## src/rtl/npu_host_master_if.sv

```systemverilog
// Command, response and slave-bus signal bundle for npu_host_master.
// Handshakes: a transfer happens on a rising clk edge where valid && ready; valid, once raised, holds its payload stable until that edge.
interface npu_host_master_if #(
   parameter int ADDR_W = 16,
   parameter int DATA_W = 32,
   parameter int LEN_W  = 12
);
   logic              cmd_valid;
   logic              cmd_ready;
   logic [1:0]        cmd_op;
   logic [ADDR_W-1:0] cmd_addr;
   logic [DATA_W-1:0] cmd_data;
   logic [DATA_W-1:0] cmd_mask;
   logic [LEN_W-1:0]  cmd_len;
   logic              rsp_valid;
   logic              rsp_ready;
   logic [DATA_W-1:0] rsp_data;
   logic              rsp_err;
   logic              busy;
   logic              ena;
   logic              wea;
   logic [ADDR_W-1:0] addra;
   logic [DATA_W-1:0] dina;
   logic [DATA_W-1:0] douta;

   modport master (
      input  cmd_valid, cmd_op, cmd_addr, cmd_data, cmd_mask, cmd_len, rsp_ready, douta,
      output cmd_ready, rsp_valid, rsp_data, rsp_err, busy, ena, wea, addra, dina
   );

   modport slave (
      output cmd_valid, cmd_op, cmd_addr, cmd_data, cmd_mask, cmd_len, rsp_ready, douta,
      input  cmd_ready, rsp_valid, rsp_data, rsp_err, busy, ena, wea, addra, dina
   );
endinterface

```

## src/rtl/npu_host_master.sv

```systemverilog
// Host-side initiator: turns WRITE/READ/POLL/FILL commands into single-port slave
// transactions and returns one response per command.
module npu_host_master #(
   parameter int ADDR_W   = 16,
   parameter int DATA_W   = 32,
   parameter int LEN_W    = 12,
   parameter int POLL_MAX = 1024,
   parameter int POLL_GAP = 2
) (
   input  logic                clk,
   input  logic                rst_ni,
   npu_host_master_if.master   bus,
   output logic [2:0]          state_dbg
);

   typedef enum logic [2:0] {IDLE, WR, RD_REQ, RD_CAP, GAP, RSP} state_t;

   localparam int PW = $clog2(POLL_MAX + 1);
   localparam int GW = (POLL_GAP > 1) ? $clog2(POLL_GAP) : 1;
   localparam logic [1:0] OP_WRITE = 2'b00;
   localparam logic [1:0] OP_READ  = 2'b01;
   localparam logic [1:0] OP_POLL  = 2'b10;
   localparam logic [1:0] OP_FILL  = 2'b11;

   state_t            state, state_n;
   logic [1:0]        op_q;
   logic [DATA_W-1:0] data_q;
   logic [DATA_W-1:0] mask_q;
   logic [LEN_W-1:0]  fill_cnt;
   logic [PW-1:0]     poll_cnt;
   logic [GW-1:0]     gap_cnt;
   logic              accept;
   logic              poll_hit;
   logic              poll_done;
   logic              cmd_is_wr;

   // Ready is forced low while reset is held, not just after the first edge.
   assign bus.cmd_ready = rst_ni && (state == IDLE);
   assign bus.rsp_valid = (state == RSP);
   assign bus.busy      = (state != IDLE);
   assign state_dbg     = state;

   assign accept    = bus.cmd_valid && bus.cmd_ready;
   assign cmd_is_wr = (bus.cmd_op == OP_WRITE) || (bus.cmd_op == OP_FILL);
   assign poll_hit  = ((bus.douta ^ data_q) & mask_q) == '0;
   assign poll_done = (poll_cnt == PW'(POLL_MAX));

   always_ff @(posedge clk or negedge rst_ni) begin
      if (!rst_ni) state <= IDLE;
      else         state <= state_n;
   end

   always_comb begin
      state_n = state;
      case (state)
         IDLE:   if (accept) state_n = cmd_is_wr ? WR : RD_REQ;
         WR:     if (fill_cnt == '0) state_n = RSP;
         RD_REQ: state_n = RD_CAP;
         RD_CAP: begin
            if (op_q != OP_POLL || poll_hit || poll_done) state_n = RSP;
            else if (POLL_GAP == 0)                       state_n = RD_REQ;
            else                                          state_n = GAP;
         end
         GAP:    if (gap_cnt == '0) state_n = RD_REQ;
         RSP:    if (bus.rsp_ready) state_n = IDLE;
         default: state_n = IDLE;
      endcase
   end

   // Bus strobes are registered from the next state so they line up with WR/RD_REQ.
   always_ff @(posedge clk or negedge rst_ni) begin
      if (!rst_ni) begin
         bus.ena      <= 1'b0;
         bus.wea      <= 1'b0;
         bus.addra    <= '0;
         bus.dina     <= '0;
         bus.rsp_data <= '0;
         bus.rsp_err  <= 1'b0;
         op_q         <= OP_WRITE;
         data_q       <= '0;
         mask_q       <= '0;
         fill_cnt     <= '0;
         poll_cnt     <= '0;
         gap_cnt      <= '0;
      end else begin
         bus.ena <= (state_n == WR) || (state_n == RD_REQ);
         bus.wea <= (state_n == WR);

         if (accept) begin
            op_q         <= bus.cmd_op;
            data_q       <= bus.cmd_data;
            mask_q       <= bus.cmd_mask;
            bus.addra    <= bus.cmd_addr;
            fill_cnt     <= (bus.cmd_len == '0) ? '0 : bus.cmd_len - 1'b1;
            poll_cnt     <= '0;
            bus.rsp_data <= '0;
            bus.rsp_err  <= 1'b0;
            if (cmd_is_wr) bus.dina <= bus.cmd_data;
         end

         if (state == WR && state_n == WR) begin
            bus.addra <= bus.addra + 1'b1;
            fill_cnt  <= fill_cnt - 1'b1;
         end

         if (state == RD_REQ && op_q == OP_POLL) poll_cnt <= poll_cnt + 1'b1;

         if (state == RD_CAP) begin
            bus.rsp_data <= bus.douta;
            bus.rsp_err  <= (op_q == OP_POLL) && !poll_hit && poll_done;
            gap_cnt      <= GW'(POLL_GAP - 1);
         end

         if (state == GAP) gap_cnt <= gap_cnt - 1'b1;
      end
   end

endmodule

```

## src/flat_wrapper.sv

```systemverilog
// flat-port wrapper written by rule: the top's interface ports become plain ports
module npu_host_master_flat 
#(
   parameter int ADDR_W   = 16,
   parameter int DATA_W   = 32,
   parameter int LEN_W    = 12,
   parameter int POLL_MAX = 1024,
   parameter int POLL_GAP = 2
)
  (clk, rst_ni, state_dbg, bus_cmd_valid, bus_cmd_op, bus_cmd_addr, bus_cmd_data, bus_cmd_mask, bus_cmd_len, bus_rsp_ready, bus_douta, bus_cmd_ready, bus_rsp_valid, bus_rsp_data, bus_rsp_err, bus_busy, bus_ena, bus_wea, bus_addra, bus_dina);
  npu_host_master_if #(.ADDR_W(ADDR_W), .DATA_W(DATA_W), .LEN_W(LEN_W)) bus_i ();
  input  logic clk;
  input  logic rst_ni;
  output logic [2:0] state_dbg;
  input wire logic [$bits(bus_i.cmd_valid)-1:0] bus_cmd_valid;
  input wire logic [$bits(bus_i.cmd_op)-1:0] bus_cmd_op;
  input wire logic [$bits(bus_i.cmd_addr)-1:0] bus_cmd_addr;
  input wire logic [$bits(bus_i.cmd_data)-1:0] bus_cmd_data;
  input wire logic [$bits(bus_i.cmd_mask)-1:0] bus_cmd_mask;
  input wire logic [$bits(bus_i.cmd_len)-1:0] bus_cmd_len;
  input wire logic [$bits(bus_i.rsp_ready)-1:0] bus_rsp_ready;
  input wire logic [$bits(bus_i.douta)-1:0] bus_douta;
  output wire logic [$bits(bus_i.cmd_ready)-1:0] bus_cmd_ready;
  output wire logic [$bits(bus_i.rsp_valid)-1:0] bus_rsp_valid;
  output wire logic [$bits(bus_i.rsp_data)-1:0] bus_rsp_data;
  output wire logic [$bits(bus_i.rsp_err)-1:0] bus_rsp_err;
  output wire logic [$bits(bus_i.busy)-1:0] bus_busy;
  output wire logic [$bits(bus_i.ena)-1:0] bus_ena;
  output wire logic [$bits(bus_i.wea)-1:0] bus_wea;
  output wire logic [$bits(bus_i.addra)-1:0] bus_addra;
  output wire logic [$bits(bus_i.dina)-1:0] bus_dina;
  assign bus_i.cmd_valid = bus_cmd_valid;
  assign bus_i.cmd_op = bus_cmd_op;
  assign bus_i.cmd_addr = bus_cmd_addr;
  assign bus_i.cmd_data = bus_cmd_data;
  assign bus_i.cmd_mask = bus_cmd_mask;
  assign bus_i.cmd_len = bus_cmd_len;
  assign bus_i.rsp_ready = bus_rsp_ready;
  assign bus_i.douta = bus_douta;
  assign bus_cmd_ready = bus_i.cmd_ready;
  assign bus_rsp_valid = bus_i.rsp_valid;
  assign bus_rsp_data = bus_i.rsp_data;
  assign bus_rsp_err = bus_i.rsp_err;
  assign bus_busy = bus_i.busy;
  assign bus_ena = bus_i.ena;
  assign bus_wea = bus_i.wea;
  assign bus_addra = bus_i.addra;
  assign bus_dina = bus_i.dina;
  npu_host_master #(.ADDR_W(ADDR_W), .DATA_W(DATA_W), .LEN_W(LEN_W), .POLL_MAX(POLL_MAX), .POLL_GAP(POLL_GAP)) u_core (.clk(clk), .rst_ni(rst_ni), .bus(bus_i), .state_dbg(state_dbg));
endmodule
```

## config.mk

```make
export PLATFORM = sky130hd
export DESIGN_NAME = npu_host_master_flat
export DESIGN_NICKNAME = d
export VERILOG_FILES = /design/src/rtl/npu_host_master_if.sv /design/src/rtl/npu_host_master.sv /design/src/flat_wrapper.sv
export SDC_FILE = /design/constraint.sdc
export NUM_CORES = 1
export LEC_CHECK = 0
export BUFFER_PORTS_ARGS = -buffer_cell sky130_fd_sc_hd__buf_2
export CORE_MARGIN = 2
export CORE_UTILIZATION = 53
export CTS_CLUSTER_SIZE = 25
export DETAILED_ROUTE_END_ITERATION = 10
export PLACE_DENSITY = 0.8
export SLEW_MARGIN = 5
export SYNTH_ARGS = -nofsm -noshare
export SYNTH_HDL_FRONTEND = slang
export SYNTH_SLANG_ARGS = --single-unit
```

## constraint.sdc

```tcl
create_clock -name clk -period 3.2 [get_ports clk]
set_input_delay 0.32 -clock clk [delete_from_list [all_inputs] [get_ports clk]]
set_output_delay 0.32 -clock clk [all_outputs]
set_load 0.01 [all_outputs]
```

### Word-level counts from Yosys, hierarchy flattened

Index checks and enable logic that the tools add are counted.

| storage, ports and cells | value |
|---|---|
| flip-flop bits (word level) | 176 |
| bits of input ports | 130 |
| output and inout port bits | 89 |
| word-level logic and storage cells | 73 |

| cells by class | value |
|---|---|
| $add $sub $neg | 5 |
| equality and inequality tests | 11 |
| mux-type cells | 20 |
| bitwise logic cells | 2 |
| reduce and logical (&&, ||, !) cells | 22 |

Operators with widths:

| operator | number |
|---|---|
| $mux 32 | 2 |
| $mux 12 | 3 |
| $and 32x32->32 | 1 |
| $logic_not 32->1 | 1 |
| $mux 16 | 2 |
| $xor 32x32->32 | 1 |
| $logic_not 12->1 | 2 |
| $sub 12x1->12 const B | 2 |
| $mux 11 | 2 |
| $pmux 3 s6 | 1 |
| $add 16x1->16 const B | 1 |
| $mux 3 | 4 |
| $add 11x1->11 const B | 1 |
| $eq 11x11->1 const B | 1 |
| $eq 3x2->1 const B | 3 |
| $reduce_bool 2->1 | 4 |
| $eq 3x1->1 const B | 2 |
| $eq 3x3->1 const B | 2 |
| $logic_and 1x1->1 | 6 |
| $mux 1 | 5 |
| $eq 2x2->1 const B | 2 |
| $logic_or 1x1->1 | 4 |
| $logic_not 3->1 | 1 |
| $reduce_bool 3->1 | 1 |
| other kinds (6) | 6 |

### Logic depth before layout (Yosys ltp)

| depth | value |
|---|---|
| word-level depth | 10 |
| gate-level depth with buffers | 11 |
| mapped depth without buffers | 8 |

### Worst setup path before layout

Ideal clock, no wire load.

| timing path | value |
|---|---|
| path type | reg-to-reg |
| start point | register u_core.fill_cnt[0] |
| end point | register u_core.bus.addra[10] |
| library setup time | 0.137 ns |
| data arrival time | 2.395 ns |
| data required time | 3.063 ns |
| path slack | 0.668 ns |
| cell stages (with the launch flop) | 12 |
| path buffers | 3 |
| period minus slack after synthesis | 2.532 ns |
| cells stage by stage | dfrtp_1 inv_1 ha_1 or4b_1 or3_1 buf_2 o311ai_4 buf_6 buf_6 a31oi_1 o21ai_0 o311ai_1 |

| on the way | value |
|---|---|
| longest elaborated chain between the ends | 6 |
| elaborated cells on any way between the ends | 7 |
| classes of those cells | 1 x eq/ne; 3 x mux; 3 x reduce/logical |

RTL lines:

| element | line | source |
|---|---|---|
| start, declared | npu_host_master.sv:29 | `logic [LEN_W-1:0] fill_cnt;` |
| start signal, assigned | npu_host_master.sv:94 | `fill_cnt <= (bus.cmd_len == '0) ? '0 : bus.cmd_len - 1'b1;` |
| start signal, assigned | npu_host_master.sv:103 | `fill_cnt <= fill_cnt - 1'b1;` |
| $logic_not 12->1 * | npu_host_master.sv:57 | `WR: if (fill_cnt == '0) state_n = RSP;` |
| $mux 3 * | npu_host_master.sv:57 |  |
| $pmux 3 s6 * | npu_host_master.sv:55 | `case (state)` |
| $eq 3x1->1 * | npu_host_master.sv:101 | `if (state == WR && state_n == WR) begin` |
| $logic_and 1x1->1 * | npu_host_master.sv:101 |  |
| $mux 16 or $reduce_bool 2->1 (tied branches) | n/a |  |
| end signal, assigned | npu_host_master.sv:93 | `bus.addra <= bus.cmd_addr;` |
| end signal, assigned | npu_host_master.sv:102 | `bus.addra <= bus.addra + 1'b1;` |
| end, declared | npu_host_master_if.sv:28 | `output cmd_ready, rsp_valid, rsp_data, rsp_err, busy, ena, wea, addra, dina` |

Every way passes the cells marked *; elsewhere a longest branch is shown, timed or not.
A chain may end at the register's enable or synchronous reset.

### Worst setup path after layout

| timing path | value |
|---|---|
| start point | register u_core.fill_cnt[0] |
| end point | register u_core.fill_cnt[11] |

| on the way | value |
|---|---|
| longest elaborated chain between the ends | 6 |
| elaborated cells on any way between the ends | 8 |
| classes of those cells | 1 x add/sub; 1 x eq/ne; 3 x mux; 3 x reduce/logical |

RTL lines:

| element | line |
|---|---|
| $logic_not 12->1 | npu_host_master.sv:57 |
| $mux 3 | npu_host_master.sv:57 |
| $pmux 3 s6 | npu_host_master.sv:55 |
| $eq 3x1->1 | npu_host_master.sv:101 |
| $logic_and 1x1->1 | npu_host_master.sv:101 |
| $mux 12 or $reduce_bool 2->1 (tied branches) | n/a |

Several ways; a longest one is shown, not always the timed one.

==> summary.md <==
| Metric | Value |
|---|---|
| Number of CTS-inserted buffers | `17` |
| FF+latch count, synth | `176` |
| Final TNS setup | `0 ns` |
| Postcts setup bufs | `0` |
| Die footprint | `0.0163 sq mm` |
| Startpoint types | `flip-flop` |
| Crit path from | `u_core.fill_cnt[0]` |
| DRC | `0` |
| Final GP Congestion | `~0.84` |
| Fmax | `344 MHz` |
| Via count | `6987` |
| TritonCTS clock tree | `done` |
| PortBufs | `218` |
| Clock root buffer master | `clkbuf_16` |
| Clk_skew | `approximately 0.011 ns` |
| Synth warnings | `0` |
| Vias in the first global route | `6716` |
| Post-synth ARST share | `between 90% and 100%` |
| Pin count of the biggest net entering global routing | `between 150 and 200` |
| Register area share after synthesis | `around 54%` |
| DR WL/cell | `17.2 microns` |
| EDFF count, synth | `0` |
| Avg Cell Area, Syn | `9.45 sq um` |
| Hold_sp | `bus_cmd_mask[4]` |
| Hold_buf cts | `0` |
| CP max-delay cell | `or4b_1` |
| Max incr delay on CP | `~0.47 ns` |
| Worst-path cell chain | `inv_1, ha_1, or4b_1, or3_1, o311ai_4, nand2_1, a21oi_1, a311oi_1` |
| Pins Over Slew Limit | `0` |
| Worst slew pin tran | `0.963 ns` |
| Unrepaired setup endpoints after global routing | `no` |
| Max cap viols | `0` |
| Vias per inst | `5.54` |
| Post-Syn Nets | `993` |
| Crit-path max FO | `15` |
| Required @ worst endpoint | `approximately 3.5 ns` |
| CTS Sinks | `about 180` |
| PwrDens | `approximately 450 mW/mm^2` |
| Final setup fails | `0` |
| Worst Hold Class | `in -> reg` |
| Synthesized instance count | `858` |
| Area leader, netlist | `dfrtp_1` |
| Final Hold Violating Endpoints | `0` |
| Cell family with most CP delay | `simple AND/OR/NAND/NOR gates` |
| First-pass GRT wire length | `between 30000 and 40000 microns` |
| Worst R2R Start | `u_core.fill_cnt[0]` |
| Area Growth Syn to Fin | `22.7%` |
| DRT iter0 DRCs | `620` |
| Cell Rows | `45` |
| Cell Area, Synth | `0.00811 sq mm` |
| Latest clock arrival within the worst-skew pair | `0.43 ns` |
| Total grt overflow | `0` |
| Die Height | `128 microns` |
| DPL Wire Length | `14900 microns` |
| Htree depth | `4` |
| Area fraction of the dominant cell type after synthesis | `between 50% and 60%` |
| Worst VDD drop | `0.372 mV` |
| CORE AREA | `0.0151 sq mm` |
| Final worst path period need | `between 2 and 3 ns` |
| Cell variety after synth | `53` |
| Tcrit/Tclk final | `90.9%` |
| Post-synth top flop | `dfrtp_1` |
| # resized after CTS | `0` |
| Crit Path Category | `reg -> reg` |
| Commonest non-fill, non-tap cell in the layout | `nand2_1` |
| Commonest cells after routing, fill and taps aside | `nand2_1 (294), buf_2 (217), dfrtp_1 (176), nand3_1 (53), xor2_1 (39)` |
| Slew HR | `35.8%` |
| Status | `finished, final reports clean` |
| Initial cell density of the core | `53.8%` |
| Layout cell share with drive strength beyond 1 | `roughly 28%` |
| Critical path buffers and inverters | `1` |
| DRT Pass-1 Iters | `7` |
| # nets final | `1196` |
| Total GRT Usage | `26.9%` |
| Antenna viol nets, final | `0` |
| Die X | `128 microns` |
| Crit. End Element | `flip-flop` |
| Synth top area cells | `dfrtp_1 (54%), nand2_1 (14%), mux2_2 (4.6%)` |
| Utilization after layout | `around 66%` |
| Clk pin slew, worst setup/hold paths | `0.07 ns` |
| WL final | `21800 microns` |
| Leak | `0.00550 uW` |
| Crit path DAT | `3.19 ns` |
| Clock buffer depth | `2` |
| Initial antenna violation count | `2` |
| IO Count | `roughly 220` |
[worst paths after layout]
check | to | slack [ns] | cells after the start
worst max-delay path | u_core.fill_cnt[11] | 0.29 | 8
worst min-delay path | u_core.mask_q[4] | 0.08 | 3
worst max register to register | u_core.fill_cnt[11] | 0.29 | 8
worst min register to register | u_core.poll_cnt[10] | 0.48 | 1
max in group asynchronous | u_core.bus.rsp_data[11] | 2.39 | 2
min in group asynchronous | u_core.fill_cnt[11] | 0.09 | 2
[layer usage]
metal | global-route usage, % | wire, microns | vias up
li1 | - | - | 3311
met5 | 0 | 0 | -
met4 | 9.11 | 607 | 0
met1 | 35.6 | 9190 | 3381
met3 | 7.64 | 1440 | 43
met2 | 43.2 | 10500 | 252
[state kept, by name (all words and copies together), names as in the netlist]
| name | count |
|---|---|
| u_core.mask_q | 32 |
| u_core.state_dbg | 3 |
| u_core.bus.wea | 1 |
| u_core.poll_cnt | 11 |
| u_core.bus.ena | 1 |
| u_core.gap_cnt | 1 |
| u_core.bus.rsp_data | 32 |
| u_core.bus.dina | 32 |
| u_core.fill_cnt | 12 |
| u_core.bus.rsp_err | 1 |
| u_core.op_q | 2 |
| u_core.data_q | 32 |
| u_core.bus.addra | 16 |
[per-stage QoR]
step | hold WS (ns) | instances | setup WS [ns] | total power, uW | cell area (sq um)
global route | 0.0701 | 1262 | 0.138 | 4660 | 9960
floorplan | 0.0244 | 858 | 0.668 | 2300 | 8110
finish | 0.0809 | 1262 | 0.290 | 4520 | 9960
global placement | 0.454 | 1230 | 0.472 | 2460 | 9360
CTS | 0.0716 | 1260 | 0.334 | 4540 | 9950
detailed placement | 0.463 | 1230 | 0.424 | 2460 | 9360
[power by group]
| part | switching, uW | leakage, uW | total, uW | internal, uW |
|---|---|---|---|---|
| registers | 0 | 0.00234 | 2220 | 2220 |
| clock network | 876 | 0.000283 | 2100 | 1230 |
| logic | 113 | 0.00287 | 190 | 77.3 |
| total | 989 | 0.00550 | 4520 | 3530 |
[worst min-delay path, delay by kind of cell]
kind | cells | cell delay (ns)
and+or+nand+nor | 2 | 0.08
buffers and inverters | 1 | 0.07
[cells in the mapped netlist, drive strengths merged (5+ instances only)]
cell	n
a221o	9
xnor2	5
mux2	33
inv	15
nand3	54
clkbuf	34
nand4	9
ha	5
nor4	8
nor3b	5
nand2	294
nor3	11
o221ai	5
o21ai	30
xor2	39
a22oi	17
dfrtp	176
buf	9
or3	7
a21oi	15
and3	8
nor2	25
[cell families (layout without fill, tap and decap cells)]
logic type	count (synthesis)	in the layout	synth area share, %
adder cells (fa/ha/maj)	5	5	0.771
AND/OR/NAND/NOR	436	436	23.0
buffers and inverters	58	272	3.08
flip-flops	176	176	54.3
AO/OA/AOI/OAI	104	104	9.22
other	0	2	0
multiplexers	35	35	4.83
XOR/XNOR	44	44	4.75
[area by class of cell]
cell class	instances	area, sq um
Antenna cell	2	5.00
Clock inverter	12	159
Timing Repair Buffer	227	1180
Multi-Input combinational cell	624	3490
Fill cell	1220	5130
Clock buffer	18	429
Tap cell	188	235
Sequential cell	176	4400
Inverter	15	56.3
No activity file was read; power rests on OpenSTA's default activity.
